## src/rtl/voice_mix.sv

```systemverilog
// ============================================================================
// Module      : voice_mix
// Description : Multi-voice PCM mixer; envelope-scales one voice per cycle,
//               then shifts and reduces the sum. Optional: VOICE_MIX_SAT_EN.
// Revision    : 1.0 - initial release
// ============================================================================
`default_nettype none

module voice_mix #(
    parameter int PCM_W      = 16,
    parameter int VOICES     = 4,
    parameter int GAIN_SHIFT = 2
) (
    input  logic                          clk,
    input  logic                          rst_n,
    input  logic                          smp_tick,
    input  logic [VOICES*PCM_W-1:0]       voice_pcm,
    input  logic [VOICES*(PCM_W-1)-1:0]   voice_env,
    input  logic [VOICES-1:0]             voice_ena,
    output logic [PCM_W-1:0]              mix_out,
    output logic                          mix_valid,
    output logic                          busy,
    output logic                          clip,
    output logic                          ovr
);

    localparam int c_acc_w = PCM_W + $clog2(VOICES) + 1;
    localparam int c_idx_w = (VOICES > 1) ? $clog2(VOICES) : 1;
    localparam logic [c_idx_w-1:0] c_last = c_idx_w'(VOICES - 1);

    typedef enum logic [1:0] {
        IDLE = 2'd0,
        ACC  = 2'd1,
        OUT  = 2'd2
    } state_t;

    state_t                          r_state;
    state_t                          w_next;
    logic [VOICES*PCM_W-1:0]         r_pcm;
    logic [VOICES*(PCM_W-1)-1:0]     r_env;
    logic [VOICES-1:0]               r_ena;
    logic signed [c_acc_w-1:0]       r_acc;
    logic [c_idx_w-1:0]              r_idx;
    logic [PCM_W-1:0]                r_mix;
    logic                            r_valid;
    logic                            r_ovr;

    logic signed [PCM_W-1:0]         w_pcm_arr [VOICES];
    logic        [PCM_W-2:0]         w_env_arr [VOICES];
    logic signed [PCM_W-1:0]         w_pcm_sel;
    logic        [PCM_W-2:0]         w_env_sel;
    logic signed [2*PCM_W-1:0]       w_prod;
    logic signed [PCM_W-1:0]         w_term;
    logic signed [c_acc_w-1:0]       w_term_ext;
    logic        [PCM_W-1:0]         w_res;
    logic                            w_ovf;

    for (genvar k = 0; k < VOICES; k++) begin : g_unpack
        assign w_pcm_arr[k] = r_pcm[k*PCM_W +: PCM_W];
        assign w_env_arr[k] = r_env[k*(PCM_W-1) +: PCM_W-1];
    end

    // Envelope is treated as a positive fraction: zero-extend before the signed multiply
    assign w_pcm_sel  = w_pcm_arr[r_idx];
    assign w_env_sel  = w_env_arr[r_idx];
    assign w_prod     = w_pcm_sel * $signed({1'b0, w_env_sel});
    assign w_term     = r_ena[r_idx] ? PCM_W'(w_prod >>> (PCM_W - 1)) : '0;
    assign w_term_ext = {{(c_acc_w-PCM_W){w_term[PCM_W-1]}}, w_term};

`ifdef VOICE_MIX_SAT_EN
    logic signed [c_acc_w-1:0]       w_shift;
    logic        [c_acc_w-PCM_W:0]   w_upper;
    logic                            r_clip;

    assign w_shift = r_acc >>> GAIN_SHIFT;
    assign w_upper = w_shift[c_acc_w-1:PCM_W-1];
    // Out of range whenever the bits above the result sign are not a pure sign extension
    assign w_ovf   = !((&w_upper) || !(|w_upper));
    assign w_res   = !w_ovf ? w_shift[PCM_W-1:0] :
                     (w_shift[c_acc_w-1] ? {1'b1, {(PCM_W-1){1'b0}}}
                                         : {1'b0, {(PCM_W-1){1'b1}}});

    always_ff @(posedge clk or negedge rst_n) begin
        if (!rst_n) begin
            r_clip <= 1'b0;
        end else begin
            r_clip <= (r_state == OUT) && w_ovf;
        end
    end

    assign clip = r_clip;
`else
    assign w_ovf = 1'b0;
    assign w_res = PCM_W'(r_acc >>> GAIN_SHIFT);
    assign clip  = w_ovf;
`endif

    always_ff @(posedge clk or negedge rst_n) begin
        if (!rst_n) begin
            r_state <= IDLE;
        end else begin
            r_state <= w_next;
        end
    end

    always_comb begin
        w_next = r_state;
        case (r_state)
            IDLE:    if (smp_tick) w_next = ACC;
            ACC:     if (r_idx == c_last) w_next = OUT;
            OUT:     w_next = IDLE;
            default: w_next = IDLE;
        endcase
    end

    always_ff @(posedge clk or negedge rst_n) begin
        if (!rst_n) begin
            r_pcm   <= '0;
            r_env   <= '0;
            r_ena   <= '0;
            r_acc   <= '0;
            r_idx   <= '0;
            r_mix   <= '0;
            r_valid <= 1'b0;
            r_ovr   <= 1'b0;
        end else begin
            r_valid <= 1'b0;
            if (smp_tick && (r_state != IDLE)) begin
                r_ovr <= 1'b1;
            end
            case (r_state)
                IDLE: begin
                    if (smp_tick) begin
                        r_pcm <= voice_pcm;
                        r_env <= voice_env;
                        r_ena <= voice_ena;
                        r_acc <= '0;
                        r_idx <= '0;
                    end
                end
                ACC: begin
                    r_acc <= r_acc + w_term_ext;
                    r_idx <= (r_idx == c_last) ? '0 : r_idx + 1'b1;
                end
                OUT: begin
                    r_mix   <= w_res;
                    r_valid <= 1'b1;
                end
                default: begin
                    r_valid <= 1'b0;
                end
            endcase
        end
    end

    assign mix_out   = r_mix;
    assign mix_valid = r_valid;
    assign busy      = (r_state != IDLE);
    assign ovr       = r_ovr;

endmodule

`default_nettype wire

```

## config.mk

```make
export PLATFORM = sky130hd
export DESIGN_NAME = voice_mix
export DESIGN_NICKNAME = d
export VERILOG_FILES = /design/src/rtl/voice_mix.sv
export SDC_FILE = /design/constraint.sdc
export NUM_CORES = 1
export LEC_CHECK = 0
export BUFFER_PORTS_ARGS = -buffer_cell sky130_fd_sc_hd__buf_2
export CORE_MARGIN = 2
export CORE_UTILIZATION = 35
export DETAILED_ROUTE_END_ITERATION = 6
export PLACE_DENSITY = 0.61
export SYNTH_ARGS = -nofsm -noshare
export SYNTH_HDL_FRONTEND = slang
export SYNTH_SLANG_ARGS = --single-unit
```

## constraint.sdc

```tcl
create_clock -name clk -period 25.2 [get_ports clk]
set_clock_uncertainty 0.05 [all_clocks]
set_input_delay 6.3 -clock clk [delete_from_list [all_inputs] [get_ports clk]]
set_output_delay 6.3 -clock clk [all_outputs]
set_load 0.01 [all_outputs]
```

* Word level (Yosys, flattened, before mapping)
Cells that the tools add are included.
W data, S select, Z words.
** Operators by class
- Add/subtract/negate cells :: 2
- Multiply operators :: 1
- Magnitude comparators :: 2
- Equal/unequal tests :: 5
- Muxes and demuxes :: 18
- Bitwise operators :: 1
- Reduce and logical (&&, ||, !) cells :: 7
** Operators by type and width (count)
- $mux W16 :: 3
- $pmux W19 S2 :: 1
- $bmux W16 S2 :: 1
- $mul A16 B16 Y31 :: 1
- $bmux W15 S2 :: 1
- $mux W15 :: 2
- $add A19 B16 Y19 :: 1
- $mux W19 :: 1
- $mux W2 :: 4
- $pmux W2 S2 :: 2
- $reduce_and A2 Y1 :: 3
- $eq A2 B2 Y1 const B :: 2
- $ne A2 B2 Y1 const B :: 2
- $reduce_bool A2 Y1 :: 2
- $ge A3 B3 Y1 const B :: 1
- $lt A2 B3 Y1 const B :: 1
- $not A2 Y3 :: 1
- $add A2 B1 Y2 const B :: 1
- $bmux W1 S2 :: 1
- $eq A2 B1 Y1 const B :: 1
- $logic_not A2 Y1 :: 1
- $mux W1 :: 2
- $logic_and A1 B1 Y1 :: 1
** Storage, ports and cells
- Register bits after elaboration :: 169
- Input port bits :: 131
- Output and inout bits :: 20
- Word-level logic and storage cells :: 45

* Depth between registers and ports, before layout
Gate-level depths: netlist of run 1.
- Word-level depth :: 8
- Gate-level depth with buffers :: 40
- Gate-level depth less buffers :: 36

* Worst setup path before layout of run 1
Ideal clock, no wire load.
- Path kind :: register to register
- Start point :: register r_idx[1]
- End point :: register r_acc[17]
- Setup time :: 0.119 ns
- Data arrival time :: 9.537 ns
- Required time :: 25.031 ns
- Path slack :: 15.494 ns
- Stages on the path, launching flop included :: 37
- Buffers on the path :: 5
- Period minus slack after synthesis :: 9.706 ns
- Cell sequence :: dfrtp_1 buf_2 buf_1 clkbuf_1 buf_1 mux4_2 clkbuf_1 nand2_1 fa_1 fa_1 fa_1 fa_1 inv_1 fa_1 inv_1 fa_1 inv_1 ha_1 a21o_1 a2111oi_0 o21ai_1 a21o_1 a21o_1 a21o_1 a21oi_1 xnor2_1 and2_1 ha_1 a211oi_1 o21ai_0 a31oi_1 o21ai_0 a221oi_1 o21ai_0 mux2i_1 nand3_1 o21a_1
** On the way
- Longest elaborated chain between the ends :: 8
- Elaborated cells on any way between the ends :: 13
- Those cells by class :: add/sub: 1; mul: 1; mux: 10; bitwise: 1
** RTL lines
- start: declaration :: line 43 : logic [c_idx_w-1:0] r_idx;
- start signal: assignment :: line 143 : r_idx <= (r_idx == c_last) ? '0 : r_idx + 1'b1;
- $not A2 Y3 (not written as such) :: line 64, 65
- $bmux W16 S2 / $bmux W15 S2 (equally long branches) :: line 64, 65
- $mux W16 (not written as such) / $mux W15 (equally long branches) (2 in a row) :: line 64, 65
- $mul A16 B16 Y31 :: line 66 : assign w_prod = w_pcm_sel * $signed({1'b0, w_env_sel});
- $mux W16 (*) :: line 67 : assign w_term = r_ena[r_idx] ? PCM_W'(w_prod >>> (PCM_W - 1)) : '0;
- $add A19 B16 Y19 (*) :: line 142 : r_acc <= r_acc + w_term_ext;
- $pmux W19 S2 (*) :: line 131 : case (r_state)
- end signal: assignment :: line 142
- end: declaration :: line 42 : logic signed [c_acc_w-1:0] r_acc;
Every way passes the cells marked *; elsewhere a longest branch is shown, timed or not. The select of a mux whose other input is x is not followed.
A chain may end at the register's enable or synchronous reset.

* Final worst setup path of run 1
- Start point :: register r_idx[0]
- End point :: register r_acc[17]
The elaborated chain is that of the path after synthesis.

==> metrics, run 1 <==
status=finished clean; Post-Syn Nets=2085; final period utilization=0.4246; flop2flop setup slack=14.50 ns; total gr overflow=0; Max Cap Viol=0; crit path buf inv count=4; # clock sinks=168; fmax=93.46 MHz; Yosys reg bits=168; worst slew pin tran=1.075 ns; syn_area_per_cell=10.42 sq um; row count=80; CP most frequent cell=fa_1; crit-path max cell delay=0.99 ns; Worst EP required=25.51 ns; Worst-Skew Late Latency=0.47 ns; root buffer cell=clkbuf_16; Post-Synthesis Cells=1619; Synth area leaders=fa_1 (29%), dfrtp_1 (25%), mux2_2 (11%), ha_1 (7.0%), inv_1 (6.7%); count of final max-slew check failures=0; Post-synth ARST share=1.000; global-route wire length before repair=68.25 mm; Initial Util=0.3541; routability cong.=0.8881; setup TNS=0 ns; register area=4207 sq um; max_slew headroom=0.2760; CTS clk-pin slew, worst paths=0.06 ns; H-Tree Depth=4; drt total wl=40.55 mm; post-synth top area cell=fa_1; DP HPWL=32.36 mm; Post-synth EDFFs=0; min-delay src=ovr; DP Area=18270 sq um; hold_buf cts=0; Hold Vio Cnt, Final=0; DRT iter0 DRCs=525; family with the most delay on the worst path=compound AO/OA/AOI/OAI gates; Synth top area share=0.2860; vias in the first global route=12980; most frequent cells in the layout=inv_1 (299), fa_1 (241), nand2_1 (174), dfrtp_1 (166), mux2_2 (164); Multi-input gate area=11300 sq um; Fill cells=4617; initial antenna violation count=1; clock buffer count from CTS=17; DR DRC count=0; CTS tree=built; crit-path max FO=57; Slowest-stage cell, CP=mux4_1; FF-to-FF Start=r_idx[0]; Boundary Pins=151; buffers added on ports=149; DIE AREA=49970 sq um; Startpoint Class=flip-flop; Core ar.=47650 sq um; Hold EP=ovr; Pre-antenna DRT Iters=5; Routed WL per cell=17.12 microns; ANT nets after route=0; via count=11730; Final #Nets=2205; worst hold path type=flip-flop to flip-flop; Longest Clk Path Bufs=2; WS Path Type=flip-flop to flip-flop; RSZ-0062 raised after global routing=no; CP endpoint kind=flip-flop; gr usage total=0.1747; Hold Path Depth=1; synthesized cell area=16870 sq um; Via density=4.954; Final setup viols=0; Die Wd=223.5 microns; share of the yosys chip area belonging to registers=0.2492; FF-to-FF End=r_acc[17]; commonest non-fill, non-tap cell in the layout=inv_1; post-synth cell types=53; share of layout cells above drive strength 1=0.2186; Resized cells post-CTS=0; largest net degree at the start of global routing=76; reg2reg path depth=32; Ys Warns=0; Die Ht=223.5 microns; Area growth syn-to-layout=11.87%; Post-synth top flop=dfrtp_1; Final Critical Period=10.70 ns; CP Data Arrival Time=11.01 ns; Post-CTS Setup Bufs=0; final instance area=18870 sq um
==> worst max-delay path by stage <==
stage	cells after the start	startpoint	endpoint
CTS	32	r_idx[0]	r_acc[17]
detailed placement	32	r_idx[0]	r_acc[17]
floorplan	36	r_idx[1]	r_acc[17]
global route	32	r_idx[0]	r_acc[17]
global placement	32	r_idx[0]	r_acc[17]
finish	32	r_idx[0]	r_acc[17]
==> layout make-up <==
class / count / area share
multi-input combinational: 1088 / 0.5987
sequential: 168 / 0.2229
inverter: 299 / 0.05947
timing repair buffer: 165 / 0.04621
tap: 615 / 0.04077
clock buffer: 18 / 0.02327
clock inverter: 14 / 0.008553
antenna: 1 / 0.0001326
==> Yosys cell counts (all sizes together), types with 4 or more instances <==
cell type / count
mux4: 15
dfrtp: 168
inv: 299
and2: 39
mux2: 164
nor3: 9
nand2: 174
or3: 4
buf: 9
o211ai: 7
a31oi: 4
nand2b: 8
nand4: 4
xor2: 13
fa: 241
nor3b: 4
nand3: 8
or2: 5
ha: 94
nor2: 101
a211oi: 6
mux2i: 25
clkbuf: 55
xnor2: 21
a21o: 12
nor2b: 10
o22ai: 13
o31ai: 4
o21a: 17
o21ai: 44
a21oi: 20
==> logic make-up after synthesis <==
group,count (synthesis),synth area share
simple gates,375,0.09827
buf+inv,363,0.08151
fa+ha+maj,335,0.3557
mux,204,0.1452
flops,168,0.2492
compound gates,139,0.05221
xor+xnor,34,0.01765
other cells,1,0.0002223
==> flip-flops by register name, summed over array words and instances, names as in the netlist <==
signal and flops:
ovr 1, r_acc 18, mix_valid 1, mix_out 16, r_ena 4, r_env 60
r_state 2, r_idx 2, r_pcm 64
==> layer usage <==
layer / track usage / part of all wire / vias up
li1: - / - / 5358
met5: 0 / 0 / -
met2: 0.3118 / 0.52 / 264
met1: 0.2171 / 0.42 / 6064
met4: 0.05828 / 0.022 / 0
met3: 0.02518 / 0.041 / 45
==> through the flow <==
| step | instances | setup slack (ns) | hold slack (ns) | util |
|---|---|---|---|---|
| after global placement | 2335 | 14.81 | 0.3888 | 0.3834 |
| after CTS | 2367 | 14.43 | 0.4090 | 0.3960 |
| after detailed placement | 2335 | 14.44 | 0.3931 | 0.3834 |
| final | 2368 | 14.50 | 0.4046 | 0.3961 |
| after global routing | 2368 | 13.68 | 0.4258 | 0.3961 |
| after floorplan | 1619 | 15.49 | 0.4220 | - |
Power of run 1 is not shown: default switching activity piles up to over one toggle a cycle in this logic, so the estimate is an artifact.
==> inputs of run 2 (changes only) <==
--- a/config.mk
+++ b/config.mk
@@ -9,7 +9,7 @@
 export CORE_MARGIN = 2
 export CORE_UTILIZATION = 35
 export DETAILED_ROUTE_END_ITERATION = 6
-export PLACE_DENSITY = 0.61
+export PLACE_DENSITY = 0.63
 export SYNTH_ARGS = -nofsm -noshare
 export SYNTH_HDL_FRONTEND = slang
 export SYNTH_SLANG_ARGS = --single-unit
==> constraint.sdc (replaced) <==
create_clock -name clk -period 9.3 [get_ports clk]
set_clock_uncertainty 0.05 [all_clocks]
set_input_delay 2.325 -clock clk [delete_from_list [all_inputs] [get_ports clk]]
set_output_delay 2.325 -clock clk [all_outputs]
set_load 0.01 [all_outputs]
==> run 2 against run 1 <==
Compared with the run above: routed wire length up 4.3%; critical path depth grew 2; worst setup slack lost 14 ns; global-route usage up 0.56 points; count of clock-buffer cells in the layout is 1 higher; sequential cell count is the same; cell area up 3.6%.
==> metrics, run 2 (synthesis results as in run 1) <==
register with the most flip-flops=r_pcm; FF-to-FF End=r_acc[17]; Die Ht=223.5 microns; ANT nets after route=0; CP Data Arrival Time=9.20 ns; WS Path Type=flip-flop to flip-flop; Initial Util=0.3541; worst slew pin tran=0.9255 ns; crit-path max cell delay=0.57 ns; row count=80; placed cells=2388; routability cong.=0.8691; vias in the first global route=13480; Final setup viols=0; Area growth syn-to-layout=15.89%; initial antenna violation count=0; setup TNS=0 ns; DR DRC count=0; FF-to-FF Start=r_idx[1]; root buffer cell=clkbuf_16; total gr overflow=0; H-Tree Depth=4; Hold Vio Cnt, Final=0; Startpoint Class=flip-flop; CP most frequent cell=fa_1; gr usage total=0.1803; Worst EP required=9.64 ns; global-route wire length before repair=70.33 mm; drt total wl=42.31 mm; register area=4212 sq um; CTS tree=built; via count=12000; Boundary Pins=151; largest net degree at the start of global routing=75; Die Wd=223.5 microns; final period utilization=0.9517; status=finished clean; DP HPWL=34.55 mm; fmax=113.0 MHz; Via density=4.927; Longest Clk Path Bufs=2; Fill cells=4626; Routed WL per cell=17.37 microns; Final #Nets=2274; Final Critical Period=8.851 ns; DIE AREA=49970 sq um; Hold Path Depth=1; hold_buf cts=0; clock buffer count from CTS=17; flop2flop setup slack=0.45 ns; Antenna Cells=0; max_slew headroom=0.3830; max reg flops=64; largest registers=r_pcm: 64 flops, r_env: 60 flops, r_acc: 18 flops; final instance area=19550 sq um; DRT iter0 DRCs=674; DP Area=18700 sq um; reg2reg path depth=34; most frequent cells in the layout=inv_1 (299), fa_1 (241), nand2_1 (174), dfrtp_1 (166), mux2_2 (164); Final Util=0.4103; Pre-antenna DRT Iters=5; CTS clk-pin slew, worst paths=0.06 ns; Slowest-stage cell, CP=a2111oi_1; Post-Layout Cell Count=2436; Worst-Skew Late Latency=0.47 ns; CP endpoint kind=flip-flop; worst hold path type=flip-flop to flip-flop; Max Cap Viol=0; # clock sinks=168; commonest non-fill, non-tap cell in the layout=inv_1; Hold EP=ovr; share of layout cells above drive strength 1=0.2576; buffers added on ports=149; Core ar.=47650 sq um; Multi-input gate area=11400 sq um; min-delay src=ovr; crit-path max FO=9; count of final max-slew check failures=0
-- run 2: changes by cell type in the layout (fill, tap and decap cells not counted), sizes merged --
cell	before	now
buf	165	232
diode	1	0
mux4	15	16
bufinv	2	1
inv	304	306
clkinvlp	3	1
clkbuf	18	20
-- run 2: timing repair --
action,CTS,global route
resized for setup,3,36
pin swaps,0,6
gates cloned,0,1
setup buffers,0,15
setup endpoints to repair,1,7
hold endpoints to repair,0,0
-- run 2: area by class of cell --
type | count | area share
clock buffers | 19 | 0.02265
clock inverters | 13 | 0.006720
inverters | 299 | 0.05740
multi-input cells | 1089 | 0.5833
flip-flops and latches | 168 | 0.2154
well taps | 615 | 0.03936
repair buffers | 233 | 0.07513
-- run 2: worst max-delay path: cells and delay by family, from the launching register on --
kind | cells | cell delay (ns)
mux | 1 | 0.38
flops | 1 | 0.45
compound gates | 13 | 2.71
fa+ha+maj | 8 | 3.67
simple gates | 4 | 0.57
buf+inv | 8 | 0.95
-- run 2: how the worst max path moves through the flow --
stage | start | to | slack, ns | cells after the start
global placement | r_idx[1] | r_acc[17] | -0.008 | 33
floorplan | r_idx[1] | r_acc[17] | 0.07 | 37
finish | r_idx[1] | r_acc[17] | 0.45 | 34
global route | r_idx[1] | r_acc[14] | -0.008 | 35
CTS | r_idx[0] | r_acc[17] | 0.03 | 36
detailed placement | r_idx[1] | r_acc[17] | -0.24 | 33
-- run 2: per-stage QoR --
step / hold WS (ns) / worst slack, ns
6_report: 0.4072 / 0.4490
3_5_place_dp: 0.3933 / -0.2396
5_1_grt: 0.4322 / -0.008373
3_3_place_gp: 0.3886 / -0.007810
2_1_floorplan: 0.4220 / 0.07255
4_1_cts: 0.4097 / 0.02924
-- run 2: per-layer routing --
layer  vias to the layer above  GRT usage  part of all wire
met3                        56    0.02833             0.044
met4                         0    0.05871             0.023
met5                         -          0                 0
li1                       5511          -                 -
met1                      6175     0.2225              0.42
met2                       260     0.3224              0.51
Power of run 2 is left out for the same reason.
